### src/rtl/proc_trace_pkg.sv
// Shared types and defaults for the processor trace buffer.
// The record layout gains a cycle stamp when PROC_TRACE_TIMESTAMP_EN is defined.
package proc_trace_pkg;

    localparam int DEPTH_DEF  = 8;
    localparam int DROP_W_DEF = 16;
    localparam int XLEN       = 32;

    typedef struct packed {
        logic [XLEN-1:0] addr;
        logic [XLEN-1:0] data;
`ifdef PROC_TRACE_TIMESTAMP_EN
        logic [XLEN-1:0] cycle;
`endif
    } trace_rec_t;

endpackage

### src/rtl/proc_trace_fifo.sv
// Trace record FIFO: storage array, head/tail pointers with wrap bit, full/empty and occupancy.
module proc_trace_fifo
    import proc_trace_pkg::*;
#(
    parameter int DEPTH = DEPTH_DEF,
    parameter int PW    = $clog2(DEPTH) + 1
) (
    input  logic          clk_i,
    input  logic          rst_i,
    input  logic          push_i,
    input  trace_rec_t    rec_i,
    input  logic          pop_i,
    output trace_rec_t    rec_o,
    output logic          val_o,
    output logic          full_o,
    output logic [PW-1:0] count_o
);

    localparam int            AW       = PW - 1;
    localparam logic [PW-1:0] PTR_ONE  = PW'(1);
    localparam logic [PW-1:0] FULL_CNT = PW'(DEPTH);

    logic [PW-1:0] head_q, head_d;
    logic [PW-1:0] tail_q, tail_d;
    logic [PW-1:0] count_s;
    logic          empty_s;
    logic          pop_s;
    logic          push_s;
    trace_rec_t    mem_q [DEPTH];

    // The pointer MSB is a lap bit, so tail - head is the occupancy even when full.
    assign count_s = tail_q - head_q;
    assign empty_s = (count_s == {PW{1'b0}});
    assign full_o  = (count_s == FULL_CNT);
    assign pop_s   = pop_i && !empty_s;
    assign push_s  = push_i && (!full_o || pop_s);

    // Next-state pointers.
    always_comb begin
        head_d = head_q;
        tail_d = tail_q;
        if (pop_s) begin
            head_d = head_q + PTR_ONE;
        end else begin
            head_d = head_q;
        end
        if (push_s) begin
            tail_d = tail_q + PTR_ONE;
        end else begin
            tail_d = tail_q;
        end
    end

    // Pointer registers.
    always_ff @(posedge clk_i) begin
        if (rst_i) begin
            head_q <= {PW{1'b0}};
            tail_q <= {PW{1'b0}};
        end else begin
            head_q <= head_d;
            tail_q <= tail_d;
        end
    end

    // Storage write; contents need no reset because occupancy gates visibility.
    always_ff @(posedge clk_i) begin
        if (push_s && !rst_i) begin
            mem_q[tail_q[AW-1:0]] <= rec_i;
        end
    end

    assign rec_o   = mem_q[head_q[AW-1:0]];
    assign val_o   = !empty_s;
    assign count_o = count_s;

endmodule

### src/rtl/proc_trace_buffer.sv
// Processor trace capture buffer with drop accounting and valid/ready dequeue.
// Define PROC_TRACE_TIMESTAMP_EN to stamp each record with a free-running cycle count.
module proc_trace_buffer
    import proc_trace_pkg::*;
#(
    parameter int DEPTH  = DEPTH_DEF,
    parameter int DROP_W = DROP_W_DEF
) (
    input  logic                     clk,
    input  logic                     rst,
    input  logic                     trace_val,
    input  logic [31:0]              trace_addr,
    input  logic [31:0]              trace_data,
    output logic                     deq_val,
    input  logic                     deq_rdy,
    output logic [31:0]              deq_addr,
    output logic [31:0]              deq_data,
    output logic [31:0]              deq_cycle,
    output logic [$clog2(DEPTH):0]   count,
    output logic                     overflow,
    output logic [DROP_W-1:0]        drops,
    input  logic                     clear
);

    localparam logic [DROP_W-1:0] DROPS_MAX = {DROP_W{1'b1}};
    localparam logic [DROP_W-1:0] DROPS_ONE = DROP_W'(1);

    trace_rec_t        wr_rec_s;
    trace_rec_t        rd_rec_s;
    logic              full_s;
    logic              drop_s;
    logic              overflow_q, overflow_d, overflow_base_s;
    logic [DROP_W-1:0] drops_q, drops_d, drops_base_s;

`ifdef PROC_TRACE_TIMESTAMP_EN
    logic [31:0] cycle_q, cycle_d;

    // Free-running stamp counter, wraps naturally at 2^32.
    always_comb begin
        cycle_d = cycle_q + 32'd1;
    end

    // Stamp counter register.
    always_ff @(posedge clk) begin
        if (rst) begin
            cycle_q <= 32'd0;
        end else begin
            cycle_q <= cycle_d;
        end
    end
`endif

    // Record assembly for the write port.
    always_comb begin
        wr_rec_s.addr  = trace_addr;
        wr_rec_s.data  = trace_data;
`ifdef PROC_TRACE_TIMESTAMP_EN
        wr_rec_s.cycle = cycle_q;
`endif
    end

    proc_trace_fifo #(
        .DEPTH (DEPTH)
    ) u_fifo (
        .clk_i   (clk),
        .rst_i   (rst),
        .push_i  (trace_val),
        .rec_i   (wr_rec_s),
        .pop_i   (deq_rdy),
        .rec_o   (rd_rec_s),
        .val_o   (deq_val),
        .full_o  (full_s),
        .count_o (count)
    );

    // A full FIFO frees a slot only when the reader dequeues in the same cycle.
    assign drop_s = trace_val && full_s && !(deq_val && deq_rdy);

    // Clear is applied first so a coincident drop still registers.
    always_comb begin
        overflow_d = overflow_q;
        drops_d    = drops_q;
        if (clear) begin
            overflow_base_s = 1'b0;
            drops_base_s    = {DROP_W{1'b0}};
        end else begin
            overflow_base_s = overflow_q;
            drops_base_s    = drops_q;
        end
        if (drop_s) begin
            overflow_d = 1'b1;
            drops_d    = (drops_base_s == DROPS_MAX) ? drops_base_s : drops_base_s + DROPS_ONE;
        end else begin
            overflow_d = overflow_base_s;
            drops_d    = drops_base_s;
        end
    end

    // Drop accounting registers.
    always_ff @(posedge clk) begin
        if (rst) begin
            overflow_q <= 1'b0;
            drops_q    <= {DROP_W{1'b0}};
        end else begin
            overflow_q <= overflow_d;
            drops_q    <= drops_d;
        end
    end

    assign deq_addr = rd_rec_s.addr;
    assign deq_data = rd_rec_s.data;
`ifdef PROC_TRACE_TIMESTAMP_EN
    assign deq_cycle = rd_rec_s.cycle;
`else
    assign deq_cycle = 32'd0;
`endif
    assign overflow = overflow_q;
    assign drops    = drops_q;

endmodule

### config.mk
export PLATFORM = sky130hd
export DESIGN_NAME = proc_trace_buffer
export DESIGN_NICKNAME = d
export VERILOG_FILES = /design/src/rtl/proc_trace_pkg.sv /design/src/rtl/proc_trace_fifo.sv /design/src/rtl/proc_trace_buffer.sv
export SDC_FILE = /design/constraint.sdc
export NUM_CORES = 1
export LEC_CHECK = 0
export ABC_AREA = 1
export CAP_MARGIN = 20
export CORE_UTILIZATION = 45
export DETAILED_ROUTE_END_ITERATION = 6
export PLACE_DENSITY_LB_ADDON = 0.15
export SLEW_MARGIN = 20
export SYNTH_ARGS = -nofsm -noshare
export SYNTH_HDL_FRONTEND = slang
export SYNTH_HIERARCHICAL = 1
export SYNTH_SLANG_ARGS = --single-unit
### constraint.sdc
create_clock -name clk -period 13.8 [get_ports clk]
set_input_delay 2.76 -clock clk [delete_from_list [all_inputs] [get_ports clk]]
set_output_delay 2.76 -clock clk [all_outputs]
set_load 0.01 [all_outputs]
==> results of run 1 <==
==> path summary, 6_finish.rpt <==
check	startpoint	to	slack [ns]	depth (start not counted)
max	flop	deq_addr[9]	6.81	7
min reg2reg	overflow$_SDFFE_PP0P_	overflow$_SDFFE_PP0P_	0.47	2
min	overflow$_SDFFE_PP0P_	overflow$_SDFFE_PP0P_	0.47	2
max reg2reg	u_fifo/head_q[0]$_SDFFE_PP0N_	u_fifo/mem_q[6][29]$_DFFE_PP_	9.76	9
==> cell type report <==
cell class,instances,area [um2],area share [%]
timing repair buffer,171,1694,6.653
inverter,43,173.9,0.6830
multi-input combinational,1080,5224,20.51
sequential,540,15940,62.62
clock buffer,72,1483,5.823
clock inverter,26,170.2,0.6683
tap,615,769.5,3.022
antenna,2,5.005,0.01966
==> report_power, final <==
group          switching (mW)  internal, mW  total, mW
Clock                   0.591         0.787       1.38
Sequential             0.0458          1.84       1.89
Combinational           0.546         0.385      0.930
Total                    1.18          3.02       4.20
==> flip-flops by register name (all words and copies together) (netlist names), named ones only <==
name and flops:
u_fifo/head_q 4, u_fifo/mem_q 512, overflow 1, u_fifo/tail_q 4, drops 16
==> logic make-up (layout without fill, tap and decap cells) <==
group                      count (synthesis)  after routing
and+or+nand+nor                          753            753
DFF                                      540            540
AOI/OAI and AO/OA                        279            279
buffers and inverters                    179            312
xor gates and xnor gates                   9              9
adders and majority gates                  7              7
other                                      1             34
==> stage by stage <==
stage | instance area, um2 | worst slack [ns] | std cells | util (%) | power (mW)
3_3_place_gp | 23770 | 7.416 | 2447 | 49.57 | 2.852
5_1_grt | 25460 | 6.513 | 2547 | 53.10 | 4.395
2_1_floorplan | 22050 | 7.439 | 1799 | - | 2.477
3_5_place_dp | 23770 | 7.420 | 2447 | 49.57 | 2.862
4_1_cts | 25420 | 6.786 | 2545 | 53.01 | 4.244
6_report | 25460 | 6.813 | 2549 | 53.11 | 4.198
==> cells in the mapped netlist (7+ instances only) <==
cell / number / area share [%]
buf_4: 35 / 1.2
edfxtp_1: 512 / 70
dfxtp_1: 28 / 2.6
nand3_1: 31 / 0.71
buf_2: 35 / 0.80
nand2_1: 261 / 4.5
xor2_1: 7 / 0.28
inv_1: 38 / 0.65
a21oi_1: 16 / 0.37
nor2_1: 431 / 7.4
o21ai_0: 133 / 3.0
clkbuf_1: 49 / 0.84
o32ai_1: 128 / 5.1
buf_1: 7 / 0.12
==> per-layer routing <==
layer / up-vias / global-route usage (%)
met1: 6813 / 28.03
met5: - / 0
met3: 77 / 3.134
li1: 6520 / -
met4: 4 / 6.251
met2: 361 / 31.23
==> worst reg2reg max path, stage by stage (launching register included) <==
cell and delay (ns):
dfxtp_1 0.42, ha_1 0.17, inv_1 0.06, fa_1 0.50
or2_2 0.11, nor2_1 0.05, nand3_1 0.18, nand4_1 0.43
nor2_4 0.95, buf_4 0.79
==> metrics.cfg, run 1 <==
[status]
status = finished, final reports clean

[critical_path]
path_class = flop to output port
cp_cell_sequence = inv_8 > buf_4 > nor2_1 > o32ai_1 > nand2_1 > nand2_1 > clkdlybuf4s50_1
crit_arrival_ns = 4.23
critPathLaunchType = flop
critPathBufInv = 3
cp_slowest_cell = buf_4
end_kind = output port
worstPathMaxFanout = 159
cp.required_ns = 11.04
critPathMostFrequentCell = nand2_1
cpLargestDelayFamily = buffers and inverters
slowest_delay_ns = 0.95

[final_layout]
synthToLayoutAreaGrowth_pct = 16.07
layout_commonest_cell = edfxtp_1
layout_common_cells = 512 x edfxtp_1, 423 x nor2_1, 261 x nand2_1, 154 x clkdlybuf4s50_1, 133 x o21ai_0
drive_gt1_share_pct = 6.108
num-nets-final = 1968
num-fill-cells = 4091

[sta]
relSlewSlack_pct = 26.44
finalSetupViolations = 0
slew_violations = 0
timing.hold.ws_ns = 0.4685
rsz0062_at_grt = false
finalCritPeriodShare_pct = 50.63
fin_skew_ns = 0.01966
finalHoldViolations = 0
fin_crit_ns = 6.987
fmax_mhz = 143.1
finalSetupTns_ns = 0
tightest_slew_ns = 1.103

[synth]
synth_edf_count = 512
synth_area_um2 = 21940
synth-simple-area-share_pct = 13.64
synth_cell_types = 37
synth_flop_cell = edfxtp_1
ys_seq_area_share_pct = 72.64
synthXorXnorAreaFrac_pct = 0.3593
synth_compound_area_share_pct = 8.561
synthAdderAreaFrac_pct = 0.4335
synth-seq-cells = 540
netlist_instances = 1768
synth_top_family_by_area = simple AND/OR/NAND/NOR gates
avgSynthCellArea_um2 = 12.41
synthMuxAreaShare_pct = 0
synth-async-reset-ratio_pct = 0
yosysWarnings = 6

[flow_run]
cap_violations = 0

[clock_network]
cts_sinks = 540
cts_setup_buffers = 0
post_cts_resized = 0
tritoncts = yes
clk_pin_slew_ns = 0.06
cts-buffers-inserted = 56
cts-root-buf = clkbuf_16
clk_path_buf_depth = 3
h-tree-depth = 2
postCtsHoldBufs = 0
insertion_delay_ns = 0.60

[grt]
grt_pass1_wl_um = 75510
antenna_found_initial = 3
grt_usage_pct = 19.75
overflow = 0
grt_pass1_vias = 13180
grt_max_degree = 160

[route]
drc_errors = 0
wl_met2_um = 22910
num_vias = 13780
drt_iter0_markers = 849
m1WireLength_um = 22400
dr.max_layer_used = met5
viasPerCell = 5.404
dr_wl_met3_um = 2389
drt-total-wl_um = 48750
wl_per_cell_um = 19.12
dr.pass1.iters = 5
ant_nets = 0

[floorplan]
ios = 187
core_um2 = 47950
start_util_pct = 45.75
die_w_um = 222.8
die_area_um2 = 49640
dieHeight_um = 222.8
rows = 80

[place]
dp_hpwl_um = 25080
place_congestion = 0.8164
io_buffers = 154

[power_and_ir_drop]
worst_ir_drop_vdd_mv = 0.09106
p_leak_nw = 8.608
power_density_nw_per_um2 = 164.9

[worst_hold_path]
hp-class = flop to flop

No activity file was read; power rests on OpenSTA's default activity.
==> run 2, diff against run 1 <==
==> constraint.sdc (replaced) <==
create_clock -name clk -period 5.8 [get_ports clk]
set_input_delay 1.16 -clock clk [delete_from_list [all_inputs] [get_ports clk]]
set_output_delay 1.16 -clock clk [all_outputs]
set_load 0.01 [all_outputs]
==> run 2 against run 1 <==
  * Die area did not move
  * Sequential share of layout area fell by 0.86 points
  * Clock-buffer cell count fell by 1
  * Total power rose by 150%
  * Core utilization rose by 0.74 points
  * Non-clock buffer count rose by 2
  * Final area rose by 1.4%
  * Worst hold slack got worse by 0.0033 ns
  * Critical endpoint is now deq_data[1]
  * Combinational power rose by 150%
  * Wire length fell by 0.86%
  * Critical path type unchanged
  * Flip-flop and latch count did not move
  * Worst setup slack got worse by 5.4 ns
==> metrics.cfg, run 2 (synthesized netlist as in run 1, its figures left out) <==
[power_and_ir_drop]
clkPwrFrac_pct = 35.8  ; +3.0 points
power_density_nw_per_um2 = 406.2  ; +150%
p_int_mw = 7.616  ; +150%
pwr-share-comb_pct = 21.9  ; -0.3 points
p_seq_share_pct = 42.4  ; -2.6 points
p_switching_mw = 2.873  ; +140%
p_leak_nw = 8.770  ; +1.9%
worst_ir_drop_vdd_mv = 0.2375  ; +160%
sw_frac_of_total_pct = 27.39  ; -0.78 points

[clock_network]
postCtsHoldBufs = 0  ; unchanged
h-tree-depth = 2  ; unchanged
post_cts_resized = 0  ; unchanged
cts_sinks = 540  ; unchanged
insertion_delay_ns = 0.60  ; about the same
cts-buffers-inserted = 56  ; unchanged
cts_setup_buffers = 0  ; unchanged
clk_path_buf_depth = 3  ; unchanged
cts-root-buf = clkbuf_16
clk_pin_slew_ns = 0.06  ; about the same
tritoncts = yes

[critical_path]
path_class = flop to output port
end_kind = output port
cp_slowest_cell = clkdlybuf4s50_1
crit_arrival_ns = 3.20  ; -1.03 ns
worstPathMaxFanout = 256  ; +61%
rrSetupSlack_ns = 2.22  ; -7.54 ns
critPathLaunchType = flop
cp.required_ns = 4.64  ; -6.40 ns
critPathMostFrequentCell = nand2_1
slowest_delay_ns = 0.56  ; -0.39 ns
cp_cell_sequence = buf_12 > o21ai_0 > o32ai_1 > nand2_1 > nand2_1 > clkdlybuf4s50_1

[status]
status = finished, final reports clean

[final_layout]
seqCellArea_um2 = 15940  ; unchanged
fin_area_um2 = 25820  ; +1.4%
multi_input_area_um2 = 5224  ; unchanged
synthToLayoutAreaGrowth_pct = 17.70
num-nets-final = 1970  ; +0.10%
largest_reg_flops = 512  ; unchanged
layout_common_cells = 512 x edfxtp_1, 423 x nor2_1, 261 x nand2_1, 154 x clkdlybuf4s50_1, 133 x o21ai_0
num-fill-cells = 3966  ; -3.1%
drive_gt1_share_pct = 7.113  ; +1.0 points
layout_commonest_cell = edfxtp_1

[place]
place_congestion = 0.8436  ; +3.3%
dp_slack_ns = 1.724  ; -5.696 ns
dp_hpwl_um = 25800  ; +2.9%
placed_cell_area_um2 = 23880  ; +0.49%
io_buffers = 154  ; unchanged

[grt]
overflow = 0  ; unchanged
grt_max_degree = 257  ; +61%
antenna_found_initial = 2  ; -1
grt_pass1_vias = 13280  ; +0.76%
grt_pass1_wl_um = 75460  ; about the same
grt_usage_pct = 19.61  ; -0.13 points

[floorplan]
die_area_um2 = 49640  ; unchanged
dieHeight_um = 222.8  ; unchanged
core_um2 = 47950  ; unchanged
rows = 80  ; unchanged
ios = 187  ; unchanged
start_util_pct = 45.75  ; unchanged
die_w_um = 222.8  ; unchanged

[route]
viasPerCell = 5.388  ; -0.30%
ant_nets = 0  ; unchanged
drt_iter0_markers = 950  ; +12%
num_vias = 13770  ; -0.029%
drt-total-wl_um = 48330  ; -0.86%
dr.pass1.iters = 5  ; unchanged
drc_errors = 0  ; unchanged
wl_per_cell_um = 18.91  ; -1.1%

[sta]
finalHoldViolations = 0  ; unchanged
timing.hold.ws_ns = 0.4652  ; -0.003335 ns
relSlewSlack_pct = 10.48  ; -16 points
finalSetupViolations = 0  ; unchanged
fmax_mhz = 229.2
fin_skew_ns = 0.01472  ; -0.004944 ns
finalSetupTns_ns = 0  ; unchanged
slew_violations = 0  ; unchanged
rsz0062_at_grt = false
finalCritPeriodShare_pct = 75.22
fin_crit_ns = 4.363
setup_ws_ns = 1.437  ; -5.376 ns
tightest_slew_ns = 1.343  ; +0.2394 ns

[flow_run]
cap_violations = 0  ; unchanged

[worst_hold_path]
hp-class = flop to flop

-- run 2: path summary, 6_finish.rpt --
kind,startpoint,end,cells after the start
min,overflow$_SDFFE_PP0P_,overflow$_SDFFE_PP0P_,2
min reg2reg,overflow$_SDFFE_PP0P_,overflow$_SDFFE_PP0P_,2
max reg2reg,u_fifo/tail_q[0]$_SDFFE_PP0P_,u_fifo/mem_q[1][19]$_DFFE_PP_,12
max,flop,deq_data[1],6
-- run 2: area by class of cell --
type                            count  share of cell area, %
Sequential cell                   540                  61.75
Inverter                           43                 0.6736
Clock buffer                       71                  5.728
Clock inverter                     33                  1.764
Timing Repair Buffer              173                  6.862
Tap cell                          615                  2.980
Antenna cell                        1               0.009692
Multi-Input combinational cell   1080                  20.23
-- run 2: worst max-delay path: cells and delay by family (launching register included) --
kind	cells	cell delay, ns
DFF	1	0.39
AOI/OAI and AO/OA	2	0.47
and+or+nand+nor	2	0.25
buffers and inverters	2	1.10
-- run 2: metrics by stage --
step                cells  utilization [%]  power [mW]
detailed placement   2451            49.81       6.838
global route         2555            53.85       10.96
CTS                  2555            53.85       10.61
finish               2556            53.85       10.49
global placement     2451            49.81       6.814
floorplan            1799                -       5.893
-- run 2: power by group through the flow --
stage / Clock [mW] / Combinational, mW / Sequential, mW
after floorplan: 0 / 1.39 / 4.50
after global placement: 0 / 2.29 / 4.52
after detailed placement: 0 / 2.31 / 4.53
after CTS: 3.85 / 2.32 / 4.44
after global routing: 3.98 / 2.53 / 4.45
final: 3.75 / 2.29 / 4.44
-- run 2: routing by layer --
metal  GRT usage, %  up-vias  share of wire [%]
met3          3.213       65                5.6
li1               -     6535                  -
met5              0        -              0.027
met4          5.873        2                2.0
met2          31.73      383                 48
met1          27.28     6786                 45
==> run 3, diff against run 2 <==
==> constraint.sdc (replaced) <==
create_clock -name clk -period 4.05 [get_ports clk]
set_input_delay 0.81 -clock clk [delete_from_list [all_inputs] [get_ports clk]]
set_output_delay 0.81 -clock clk [all_outputs]
set_load 0.01 [all_outputs]
==> run 3 against run 2 <==
  * Final cell count increased by 0.47%
  * Sequential power increased by 43%
  * Worst hold slack improved by 0.0050 ns
  * Via count increased by 0.41%
  * Critical path depth increased by 2
  * Worst setup slack got worse by 1.1 ns
  * Clock skew decreased by 0.0024 ns
  * Critical path type unchanged
  * Highest routed layer unchanged
==> metrics.cfg, run 3 (synthesized netlist as in run 1, its figures left out) <==
[status]
status = finished, final reports clean

[sta]
tightest_slew_ns = 1.085  ; -0.2582 ns
finalHoldViolations = 0  ; unchanged
finalSetupViolations = 0  ; unchanged
relSlewSlack_pct = 27.69  ; +17 points
rsz0062_at_grt = false
timing.hold.ws_ns = 0.4702  ; +0.004999 ns
fmax_mhz = 267.2
fin_skew_ns = 0.01236  ; -0.002363 ns
fin_crit_ns = 3.742
setup_ws_ns = 0.3081  ; -1.129 ns
finalCritPeriodShare_pct = 92.39
slew_violations = 0  ; unchanged

[floorplan]
core_um2 = 47950  ; unchanged
rows = 80  ; unchanged
ios = 187  ; unchanged
die_w_um = 222.8  ; unchanged
die_area_um2 = 49640  ; unchanged
dieHeight_um = 222.8  ; unchanged
start_util_pct = 45.75  ; unchanged

[grt]
grt_pass1_wl_um = 76350  ; +1.2%
grt_usage_pct = 19.99  ; +0.38 points
grt_max_degree = 139  ; -46%
antenna_found_initial = 7  ; +5
overflow = 0  ; unchanged
grt_pass1_vias = 13430  ; +1.1%

[power_and_ir_drop]
p_leak_nw = 8.767  ; about the same
power_density_nw_per_um2 = 562.5  ; +38%
p_total_mw = 14.51  ; +38%
worst_ir_drop_vdd_mv = 0.3248  ; +37%

[flow_run]
cap_violations = 0  ; unchanged

[critical_path]
end_kind = output port
rrSetupSlack_ns = 0.91  ; -1.31 ns
cp.required_ns = 3.24  ; -1.40 ns
cpLargestDelayFamily = buffers and inverters
path_class = flop to output port
critPathMostFrequentCell = inv_1
worstReg2RegEnd = u_fifo/mem_q[5][60]$_DFFE_PP_
slowest_delay_ns = 0.53  ; -0.03 ns
cp_slowest_cell = clkdlybuf4s50_1
critPathLaunchType = flop
reg2reg_depth = 12  ; unchanged
critPathBufInv = 3  ; +1
r2r-start = u_fifo/tail_q[0]$_SDFFE_PP0P_
crit_arrival_ns = 2.93  ; -0.27 ns
worstPathMaxFanout = 5  ; -98%
cp_cell_sequence = inv_1 > ha_1 > inv_1 > fa_1 > or2_2 > nor2_1 > nand3_1 > clkdlybuf4s50_1

[route]
dr.max_layer_used = met5
ant_nets = 0  ; unchanged
wl_met2_um = 23680  ; +3.0%
wl_per_cell_um = 19.36  ; +2.4%
drc_errors = 0  ; unchanged
drt-total-wl_um = 49710  ; +2.8%
drt_iter0_markers = 889  ; -6.4%
dr.pass1.iters = 5  ; unchanged
dr_wl_met3_um = 2321  ; -14%
m1WireLength_um = 22580  ; +4.2%
viasPerCell = 5.384  ; about the same
num_vias = 13830  ; +0.41%

[final_layout]
synthToLayoutAreaGrowth_pct = 17.61  ; about the same
num-nets-final = 1985  ; +0.76%
drive_gt1_share_pct = 7.337  ; +0.22 points
seqCellArea_um2 = 15940  ; unchanged
layout_commonest_cell = edfxtp_1
stdcell_count = 2568  ; +0.47%
layout_common_cells = 512 x edfxtp_1, 423 x nor2_1, 261 x nand2_1, 154 x clkdlybuf4s50_1, 133 x o21ai_0
num-fill-cells = 3956  ; -0.25%
largest_reg_flops = 512  ; unchanged
multi_input_area_um2 = 5224  ; unchanged

[clock_network]
tritoncts = yes
clk_pin_slew_ns = 0.06  ; about the same
insertion_delay_ns = 0.60  ; about the same
post_cts_resized = 0  ; unchanged
cts_sinks = 540  ; unchanged
cts-root-buf = clkbuf_16
clk_path_buf_depth = 3  ; unchanged
cts-buffers-inserted = 57  ; +1.8%
h-tree-depth = 2  ; unchanged
postCtsHoldBufs = 0  ; unchanged
cts_setup_buffers = 0  ; unchanged

[place]
placed_cells = 2465  ; +0.57%
place_congestion = 0.8454  ; +0.21%
dp_hpwl_um = 26210  ; +1.6%
io_buffers = 154  ; unchanged
dp_slack_ns = 0.8609  ; -0.8627 ns

[worst_hold_path]
hold_start = overflow$_SDFFE_PP0P_
min_path_cells = 2  ; unchanged
hp-class = flop to flop
hold_end = overflow$_SDFFE_PP0P_

run 3: changes by cell type in the layout (fill, tap and decap cells not counted), sizes merged:
| cell | delta |
|---|---|
| buf | +14 |
| clkinv | +6 |
| clkbuf | -5 |
| diode | +3 |
| bufinv | -8 |
| inv | +2 |
run 3: worst max path at each step:
stage	start	end	slack (ns)	depth (start not counted)
2_1_floorplan	u_fifo/tail_q[0]$_SDFFE_PP0P_	u_fifo/mem_q[1][0]$_DFFE_PP_	-0.85	11
3_3_place_gp	deq_rdy	u_fifo/mem_q[5][11]$_DFFE_PP_	0.90	8
3_5_place_dp	deq_rdy	u_fifo/mem_q[5][8]$_DFFE_PP_	0.86	8
4_1_cts	u_fifo/tail_q[0]$_SDFFE_PP0P_	deq_val	0.28	8
5_1_grt	u_fifo/tail_q[0]$_SDFFE_PP0P_	deq_val	0.16	8
6_report	u_fifo/tail_q[0]$_SDFFE_PP0P_	deq_val	0.31	8
run 3: area by class of cell:
class                   count  area share [%]
well taps                 615           2.982
clock buffers              66           5.659
multi-input cells        1080           20.25
inverters                  43          0.6741
diodes                      4         0.03880
clock inverters            33          0.9893
flip-flops and latches    540           61.80
repair buffers            187           7.614
run 3: where the power goes:
part | switching (mW) | internal (mW)
sequential | 0.0919 | 6.28
combinational | 1.94 | 1.38
clock | 2.06 | 2.76
run 3: worst reg2reg max path: cells and delay by family, from the launching register on:
| kind | cells | cell delay, ns |
|---|---|---|
| XOR/XNOR | 1 | 0.20 |
| adder cells (fa/ha/maj) | 2 | 0.54 |
| buffers and inverters | 4 | 0.84 |
| flip-flops | 1 | 0.31 |
| AND/OR/NAND/NOR | 5 | 0.84 |
run 3: per-stage QoR:
stage | utilization [%] | setup TNS [ns] | area [um2]
floorplan | - | -326.62 | 22060
global placement | 50.21 | 0 | 24080
detailed placement | 50.21 | 0 | 24080
CTS | 53.79 | 0 | 25790
global route | 53.80 | 0 | 25790
finish | 53.81 | 0 | 25800
run 3: layer usage:
layer / up-vias / GRT usage, %
met4: 6 / 6.652
met1: 6858 / 27.36
met2: 325 / 32.33
li1: 6559 / -
met5: - / 0
met3: 79 / 3.584
